### src/rtl/mmio_uart_tx.sv
// Memory-mapped 8N1 UART transmitter sitting on the MEM-stage store path.
// Stores to TX_ADDR queue a byte in a small FIFO. The FSM drains the FIFO onto
// the tx line. The pipeline never stalls: pushes into a full FIFO are dropped
// and recorded in a sticky overflow flag.
module mmio_uart_tx #(
  parameter int         CLKS_PER_BIT = 16,
  parameter int         FIFO_DEPTH   = 4,
  parameter logic [7:0] TX_ADDR      = 8'hFF,
  parameter logic [7:0] STATUS_ADDR  = 8'hFE
) (
  input  logic                          clock,
  input  logic                          clear,
  input  logic                          wren,
  input  logic [7:0]                    addr,
  input  logic [31:0]                   wdata,
  output logic [31:0]                   rdata,
  output logic                          tx,
  output logic                          busy,
  output logic [$clog2(FIFO_DEPTH):0]   fifo_count,
  output logic                          overflow
);

  localparam int PW = $clog2(FIFO_DEPTH);
  localparam int CW = PW + 1;
  localparam int BW = $clog2(CLKS_PER_BIT);

  typedef enum logic [1:0] {IDLE = 2'd0, START = 2'd1, DATA = 2'd2, STOP = 2'd3} txState_t;

  txState_t          state;
  txState_t          nextState;
  logic [BW-1:0]     baudCnt;
  logic [BW-1:0]     nextBaud;
  logic [2:0]        bitCnt;
  logic [2:0]        nextBit;
  logic [7:0]        shiftReg;
  logic [7:0]        nextShift;
  logic              nextTx;
  logic              pop;

  logic [7:0]        fifoMem [FIFO_DEPTH];
  logic [PW-1:0]     wrPtr;
  logic [PW-1:0]     rdPtr;
  logic [CW-1:0]     nextCount;
  logic              nextOverflow;

  logic              pushReq;
  logic              statusClr;
  logic              fifoFull;
  logic              fifoEmpty;
  logic              pushAccept;
  logic              pushDrop;
  logic              baudDone;
  logic              unusedBits;

  assign pushReq    = wren && (addr == TX_ADDR);
  assign statusClr  = wren && (addr == STATUS_ADDR) && wdata[1];
  assign fifoFull   = (fifo_count == CW'(FIFO_DEPTH));
  assign fifoEmpty  = (fifo_count == {CW{1'b0}});
  // A full FIFO still takes the byte when the FSM frees a slot on the same edge.
  assign pushAccept = pushReq && (!fifoFull || pop);
  assign pushDrop   = pushReq && fifoFull && !pop;
  assign baudDone   = (baudCnt == BW'(CLKS_PER_BIT - 1));
  assign busy       = (state != IDLE) || !fifoEmpty;
  assign rdata      = {29'd0, overflow, fifoFull, busy};
  assign unusedBits = ^wdata[31:8];

  // Next-state, next-line-level and FIFO pop decision for the serialiser.
  always_comb begin
    nextState = state;
    nextBaud  = baudCnt;
    nextBit   = bitCnt;
    nextShift = shiftReg;
    nextTx    = tx;
    pop       = 1'b0;
    case (state)
      IDLE: begin
        nextTx = 1'b1;
        if (!fifoEmpty) begin
          pop       = 1'b1;
          nextShift = fifoMem[rdPtr];
          nextTx    = 1'b0;
          nextBaud  = {BW{1'b0}};
          nextState = START;
        end else begin
          nextBaud  = {BW{1'b0}};
        end
      end
      START: begin
        if (baudDone) begin
          nextTx    = shiftReg[0];
          nextBit   = 3'd0;
          nextBaud  = {BW{1'b0}};
          nextState = DATA;
        end else begin
          nextBaud  = baudCnt + BW'(1);
        end
      end
      DATA: begin
        if (baudDone) begin
          nextBaud = {BW{1'b0}};
          if (bitCnt == 3'd7) begin
            nextTx    = 1'b1;
            nextState = STOP;
          end else begin
            nextShift = {1'b0, shiftReg[7:1]};
            nextTx    = shiftReg[1];
            nextBit   = bitCnt + 3'd1;
          end
        end else begin
          nextBaud = baudCnt + BW'(1);
        end
      end
      STOP: begin
        if (baudDone) begin
          nextBaud = {BW{1'b0}};
          // Chain straight into the next start bit so frames have no idle gap.
          if (!fifoEmpty) begin
            pop       = 1'b1;
            nextShift = fifoMem[rdPtr];
            nextTx    = 1'b0;
            nextState = START;
          end else begin
            nextTx    = 1'b1;
            nextState = IDLE;
          end
        end else begin
          nextBaud = baudCnt + BW'(1);
        end
      end
      default: begin
        nextTx    = 1'b1;
        nextBaud  = {BW{1'b0}};
        nextState = IDLE;
      end
    endcase
  end

  // FIFO occupancy and sticky overflow; a drop beats a same-edge clear request.
  always_comb begin
    nextCount = fifo_count;
    case ({pushAccept, pop})
      2'b10:   nextCount = fifo_count + CW'(1);
      2'b01:   nextCount = fifo_count - CW'(1);
      default: nextCount = fifo_count;
    endcase
    if (pushDrop) begin
      nextOverflow = 1'b1;
    end else if (statusClr) begin
      nextOverflow = 1'b0;
    end else begin
      nextOverflow = overflow;
    end
  end

  // Control registers: FSM, counters, line driver, FIFO pointers and flags.
  always_ff @(posedge clock) begin
    if (clear) begin
      state      <= IDLE;
      baudCnt    <= {BW{1'b0}};
      bitCnt     <= 3'd0;
      shiftReg   <= 8'd0;
      tx         <= 1'b1;
      wrPtr      <= {PW{1'b0}};
      rdPtr      <= {PW{1'b0}};
      fifo_count <= {CW{1'b0}};
      overflow   <= 1'b0;
    end else begin
      state      <= nextState;
      baudCnt    <= nextBaud;
      bitCnt     <= nextBit;
      shiftReg   <= nextShift;
      tx         <= nextTx;
      fifo_count <= nextCount;
      overflow   <= nextOverflow;
      if (pushAccept) wrPtr <= wrPtr + PW'(1);
      if (pop)        rdPtr <= rdPtr + PW'(1);
    end
  end

  // FIFO storage; contents need no reset because the pointers define validity.
  always_ff @(posedge clock) begin
    if (pushAccept && !clear) begin
      fifoMem[wrPtr] <= wdata[7:0];
    end
  end

endmodule

### config.mk
export PLATFORM = sky130hd
export DESIGN_NAME = mmio_uart_tx
export DESIGN_NICKNAME = d
export VERILOG_FILES = /design/src/rtl/mmio_uart_tx.sv
export SDC_FILE = /design/constraint.sdc
export NUM_CORES = 1
export LEC_CHECK = 0
export CAP_MARGIN = 20
export CORE_ASPECT_RATIO = 2
export CORE_MARGIN = 5
export CORE_UTILIZATION = 49
export CTS_BUF_LIST = sky130_fd_sc_hd__clkbuf_4 sky130_fd_sc_hd__clkbuf_8
export CTS_CLUSTER_SIZE = 20
export DETAILED_ROUTE_END_ITERATION = 10
export HOLD_SLACK_MARGIN = 0.08
export PLACE_DENSITY = 0.8
export SYNTH_ARGS = -nofsm -noshare
export SYNTH_HDL_FRONTEND = slang
export SYNTH_SLANG_ARGS = --single-unit
export TNS_END_PERCENT = 50
### constraint.sdc
create_clock -name clock -period 2.85 [get_ports clock]
set_input_delay 0.7125 -clock clock [delete_from_list [all_inputs] [get_ports clock]]
set_output_delay 0.7125 -clock clock [all_outputs]
set_load 0.02 [all_outputs]
== After elaboration in Yosys (flattened, before gate mapping) ==
Memories as Yosys holds them, arrays and structs flattened. A register that Yosys moved wholly into a read port is not among the register bits.
Cells that the tools add are included.

* Multiplexer cells: 34
* Eq/ne operators: 16
* Reductions and logical operators: 25
* Add/subtract/negate cells: 6

{| class="wikitable"
|+ Operators with widths
! kind !! number
|-
| 8-bit 2-to-1 mux || 4
|-
| 8-bit case mux with 3 select lines || 1
|-
| 8-bit equality test (second input constant) || 2
|-
| 2-bit 2-to-1 mux || 7
|-
| 1-bit 2-to-1 mux || 12
|-
| 2-bit inequality test (second input constant) || 6
|-
| 3-bit case mux with 2 select lines || 2
|-
| 3-bit 2-to-1 mux || 3
|-
| 2-bit case mux with 4 select lines || 1
|-
| 4-bit case mux with 2 select lines || 1
|-
| 4-bit AND reduction || 2
|-
| 2-bit nonzero test || 4
|-
| 1-bit logical AND || 7
|-
| 3-bit by 1-bit adder with 3-bit output (second input constant) || 2
|-
| 2-bit equality test (second input constant) || 3
|-
| 3-bit equality test (second input constant) || 2
|-
| 5-bit AND reduction || 1
|-
| 2-bit by 1-bit adder with 2-bit output (second input constant) || 2
|-
| 4-bit by 1-bit adder with 4-bit output (second input constant) || 1
|-
| 2-bit by 1-bit equality test with 1-bit output (second input constant) || 2
|-
| 4-bit equality test (second input constant) || 1
|-
| 1-bit zero test || 4
|-
| 4-bit 2-to-1 mux || 1
|-
| 1-bit case mux with 4 select lines || 1
|-
| 8 further kinds || 9
|}

* Memories: 1
* Memory bits (writable): 32
* Input port bits: 43
* Register bits: 26
* Logic and storage cells: 91

{| class="wikitable"
|+ Memory list
! name !! depth !! bits a word !! rd ports !! clocked after memory_dff !! write ports !! line !! source
|-
| fifoMem || 4 || 8 || 1 || 1 || 1 || 40 || <nowiki>logic [7:0] fifoMem [FIFO_DEPTH];</nowiki>
|}

== Logic depth before layout (Yosys ltp) ==
Gate-level depths: netlist of run 1.

* Depth in word-level cells: 9
* Depth in mapped cells: 9
* Depth with buffers taken out: 9

== Least setup slack after synthesis of run 1 ==
Ideal clock, no wire load.

* Path type: register -> register
* From: reg state[0]
* To: reg fifo_count[2]
* Arrival: 2262 ps
* Clock period less this slack: 2383 ps
* Cell stages (with the launch flop): 9
* Slack: 467 ps
* Path buffers: 0
* Path through: dfxtp_1 > inv_1 > ha_1 > nor3_4 > nand2_1 > fa_1 > nor4_1 > a31oi_1 > mux2_2

* Word-level cells in the longest chain between the ends: 6
* Elaborated cells between the ends (all ways): 9
* Those cells by class: eq/ne: 3; mux: 2; reduce/logical: 4

{| class="wikitable"
|+ Ends and longest elaborated chain
! what !! line !! source
|-
| from (decl) || 29 || <nowiki>txState_t state;</nowiki>
|-
| from (signal assigned) || 168 || <nowiki>state <= nextState;</nowiki>
|-
| 2-bit equality test / 2-bit zero test (equally long branches) || 75 || <nowiki>case (state)</nowiki>
|-
| 1-bit case mux with 2 select lines * || 75 ||
|-
| 1-bit logical OR || 60 || <nowiki>assign pushAccept = pushReq && (!fifoFull || pop);</nowiki>
|-
| 1-bit logical AND || 60 ||
|-
| 2-bit by 1-bit equality test with 1-bit output / 2-bit equality test (equally long branches) || 141 || <nowiki>case ({pushAccept, pop})</nowiki>
|-
| 3-bit case mux with 2 select lines / 2-bit nonzero test (equally long branches) || - ||
|-
| to (signal assigned) || 165 || <nowiki>fifo_count <= {CW{1'b0}};</nowiki>
|-
| to (signal assigned) || 173 || <nowiki>fifo_count <= nextCount;</nowiki>
|-
| to (decl) || 19 || <nowiki>output logic [$clog2(FIFO_DEPTH):0] fifo_count,</nowiki>
|}

Every way passes the cells marked *; elsewhere a longest branch is shown, timed or not.
A chain may end at the register's enable or synchronous reset.

== Worst setup path after layout of run 1 ==
* From: in wren
* To: mem fifoMem[0][2], enable pin

* Word-level cells in the longest chain between the ends: 5

{| class="wikitable"
|+ Ends and longest elaborated chain
! what !! line !! source
|-
| from (decl) || 13 || <nowiki>input logic wren,</nowiki>
|-
| 1-bit logical AND || 55 || <nowiki>assign pushReq = wren && (addr == TX_ADDR);</nowiki>
|-
| 1-bit logical AND || 60 ||
|-
| 1-bit logical AND || 182 || <nowiki>if (pushAccept && !clear) begin</nowiki>
|-
| 1-bit 2-to-1 mux || 182 ||
|-
| 1-bit 2-to-1 mux (not written as such) || 183 || <nowiki>fifoMem[wrPtr] <= wdata[7:0];</nowiki>
|-
| to (decl) || 40 ||
|}

No other way between the ends.

==> results of run 1 <==
[power by group]
part	internal (uW)	switching [uW]	leakage [uW]	total [uW]
combinational	531	642	0.000581	1170
sequential	1030	121	0.000516	1150
clock	488	324	0.000111	812
total	2050	1090	0.00121	3130
[worst max-delay path: cells and delay by family]
kind	cells	cell delay [ns]
compound gates	1	0.30
buf+inv	1	0.45
simple gates	4	1.13
[cells in the final DEF, fill, tap and decap left out, types with 2 or more instances in the layout]
cell / count
edfxtp_1: 32
conb_1: 29
dfxtp_1: 28
clkdlybuf4s50_1: 27
nor2_1: 25
ha_1: 12
mux2i_1: 11
clkbuf_8: 9
inv_1: 8
mux4_2: 8
nand2_1: 7
nand3_1: 5
a21oi_1: 5
a211oi_1: 5
and2_1: 4
or3_1: 4
xnor2_1: 4
o31ai_1: 3
nor3_1: 3
nor3_4: 2
and4_1: 2
nand2b_1: 2
xor2_1: 2
o21ai_0: 2
a22oi_1: 2
nor2_2: 2
a211oi_2: 2
mux2_2: 2
nor2b_1: 2
a31oi_1: 2
clkinv_2: 2
bufinv_16: 2
clkinv_4: 2
[sequential cells by signal, summed over array words and instances, names as in the netlist, named ones only]
name	flops
fifoMem	32
shiftReg	8
baudCnt	4
bitCnt	3
fifo_count	3
rdPtr	2
state	2
wrPtr	2
overflow	1
tx	1
[final timing paths]
path / endpoint / from / cells after the start
setup / recovery: fifoMem[0][2] / wren / 6
hold / removal: baudCnt[0] / baudCnt[0] / 1
setup reg to reg: fifo_count[2] / state[1] / 8
hold reg to reg: baudCnt[0] / baudCnt[0] / 1
[Yosys cell counts (3+ instances only)]
master and number:
xnor2_1 4, inv_1 8, nor3_1 3, nor2_1 25, buf_4 32, or3_1 4, o31ai_1 3, mux2i_1 11
dfxtp_1 28, mux4_2 8, a211oi_1 5, and2_1 4, a21oi_1 5, nand3_1 5, nand2_1 7, edfxtp_1 32
ha_1 12, clkbuf_1 3
[through the flow]
step / power (uW) / instances
after floorplan: 2140 / 263
after global placement: 2310 / 313
after detailed placement: 2350 / 313
after CTS: 3160 / 329
after global routing: 3330 / 329
final: 3130 / 329
[kinds of logic after synthesis]
group	Yosys count	share of synthesized area [%]
AND/OR/NAND/NOR	63	11.7
flip-flops	60	52.8
buffers and inverters	47	10.8
AO/OA/AOI/OAI	24	6.07
multiplexers	21	10.8
adder cells (fa/ha/maj)	13	5.90
XOR/XNOR	6	1.82
other	1	0.130
[final cells by class]
type	count	area (um^2)	area share [%]
inverters	8	30.0	0.916
clock inverters	7	91.3	2.79
repair buffers	28	278	8.47
well taps	61	76.3	2.33
multi-input cells	156	1160	35.3
clock buffers	9	124	3.78
flip-flops and latches	60	1520	46.4
[routing by layer]
layer	track usage [%]	part of all wire, %	up-vias
li1	-	-	833
met5	0	0	-
met3	4.36	5.7	14
met2	22.3	57	47
met4	8.54	3.2	0
met1	12.8	34	809
[timing repair]
item	CTS	global route
setup endpoints to repair	0	1
hold buffers	0	0
resized for setup	0	0
==> key figures, run 1 <==
Route
  – DRT antenna net count: 0
  – DR pass1 iterations: 4
  – Via/cell ratio: about 5.2
  – Initial DRC count: 39
  – Via count: 1703
  – Final WL: 4.64 mm
  – Avg WL per Cell: 14.1 um
  – # DRC: 0

Final layout
  – Final instance area: 3280 um^2
  – Core Util, Final: 57.4%
  – # fillers: 489
  – Diode count: 0
  – P&R area growth vs syn: 13.7%
  – Fin nets: 319
  – Layout cells sized above 1: 12.3%

STA
  – Setup WS post-layout: about 0.23 ns
  – Post-layout minimum cycle time: 2.62 ns
  – Hold WS: 0.442 ns
  – Slew Limit Headroom: between 50% and 60%
  – Final setup vio count: 0
  – Final Hold Fails: 0
  – Clock skew after layout: between 0.007 and 0.008 ns
  – Tightest Pin Transition: 0.609 ns
  – Fmax achieved: 381 MHz
  – RSZ-0062 raised after global routing: no
  – Fin. max-slew vios: 0
  – Setup TNS: 0 ns
  – Final worst path period share: 92.1%

Clock network
  – Clk sinks: 60
  – Num CTS Buffers: 9
  – Clk slew on worst S/H paths: 0.06 ns
  – Clk Latency, worst-skew pair: 0.34 ns
  – Clock buffer depth: 2
  – H-tree depth: 3
  – Total setup buffers inserted after CTS: 0
  – Clock root cell: clkbuf_8
  – CTS tree: built

Synthesis
  – Top post-synthesis cells by area: edfxtp_1 (33%), dfxtp_1 (19%), buf_4 (8.3%)
  – Sequential area share after synthesis: between 50% and 60%
  – Synth Cell Area: about 2900 um^2
  – Synth warn: 0
  – Syn Area/Cell: 12.3 um^2
  – Yosys top cell by area: edfxtp_1
  – Unique masters post-synth: 42
  – Yosys reg bits: 60
  – Cells after Synth: 235
  – Primary FF master, synth: edfxtp_1
  – Ys async rst share: 0%
  – Top-area cell type share of the netlist area: 33.3%
  – Post-synth EDFFs: 32

Power
  – Leakage: 0.00121 uW
  – Peak supply drop: 0.660 mV
  – Pwr/cell area: ~960 nW/um^2

Floorplan
  – Io pins: slightly above 80
  – Placeable Area: ~5700 um^2
  – Die span in y: 118 um
  – Starting density of the core: 50.5%
  – Die Wd: 64.3 um
  – Cell row count: 39
  – Die area: 7610 um^2

Setup path
  – Setup crit start kind: primary input
  – Worst EP arrival: ~2.6 ns
  – R2r setup slk: 0.31 ns
  – WS Path Type: primary input to flop
  – Endpoint type of the worst setup path: flop
  – CP Cell Sequence: clkdlybuf4s50_1 > and4_1 > nand3_1 > o21bai_1 > nor2_1 > and2_1
  – Worst stage delay on the critical path: 0.45 ns
  – CP max FO: 8
  – WP data required: about 2.8 ns
  – CP max-delay cell: clkdlybuf4s50_1

Worst hold path
  – HP Class: flop to flop

Global route
  – Vias in the first global route: 1760
  – Largest net degree at the start of global routing: 29
  – Total grt overflow: 0
  – Initial antenna violation count: 0
  – Tot GR Track Use: approximately 13%
  – First-pass GRT wire length: 7.73 mm

Job
  – Max-Cap Viols: 0

Placement
  – Placed cell areas: 3060 um^2
  – Setup WS pre-CTS: -0.110 ns
  – # port buffers: 27
  – Gpl congestion: 0.756
  – Final HPWL DP: 3.49 mm

Outcome
  – Status: finished, final reports clean
(Power assumes the default switching activity.)
==> run 2: changes to the inputs <==
--- a/config.mk
+++ b/config.mk
@@ -12,8 +12,8 @@
 export CTS_BUF_LIST = sky130_fd_sc_hd__clkbuf_4 sky130_fd_sc_hd__clkbuf_8
 export CTS_CLUSTER_SIZE = 20
 export DETAILED_ROUTE_END_ITERATION = 10
-export HOLD_SLACK_MARGIN = 0.08
 export PLACE_DENSITY = 0.8
+export SLEW_MARGIN = 5
 export SYNTH_ARGS = -nofsm -noshare
 export SYNTH_HDL_FRONTEND = slang
 export SYNTH_SLANG_ARGS = --single-unit
==> results of run 2 <==
No change in the layout: final DEF, timing and power equal those of run 1.
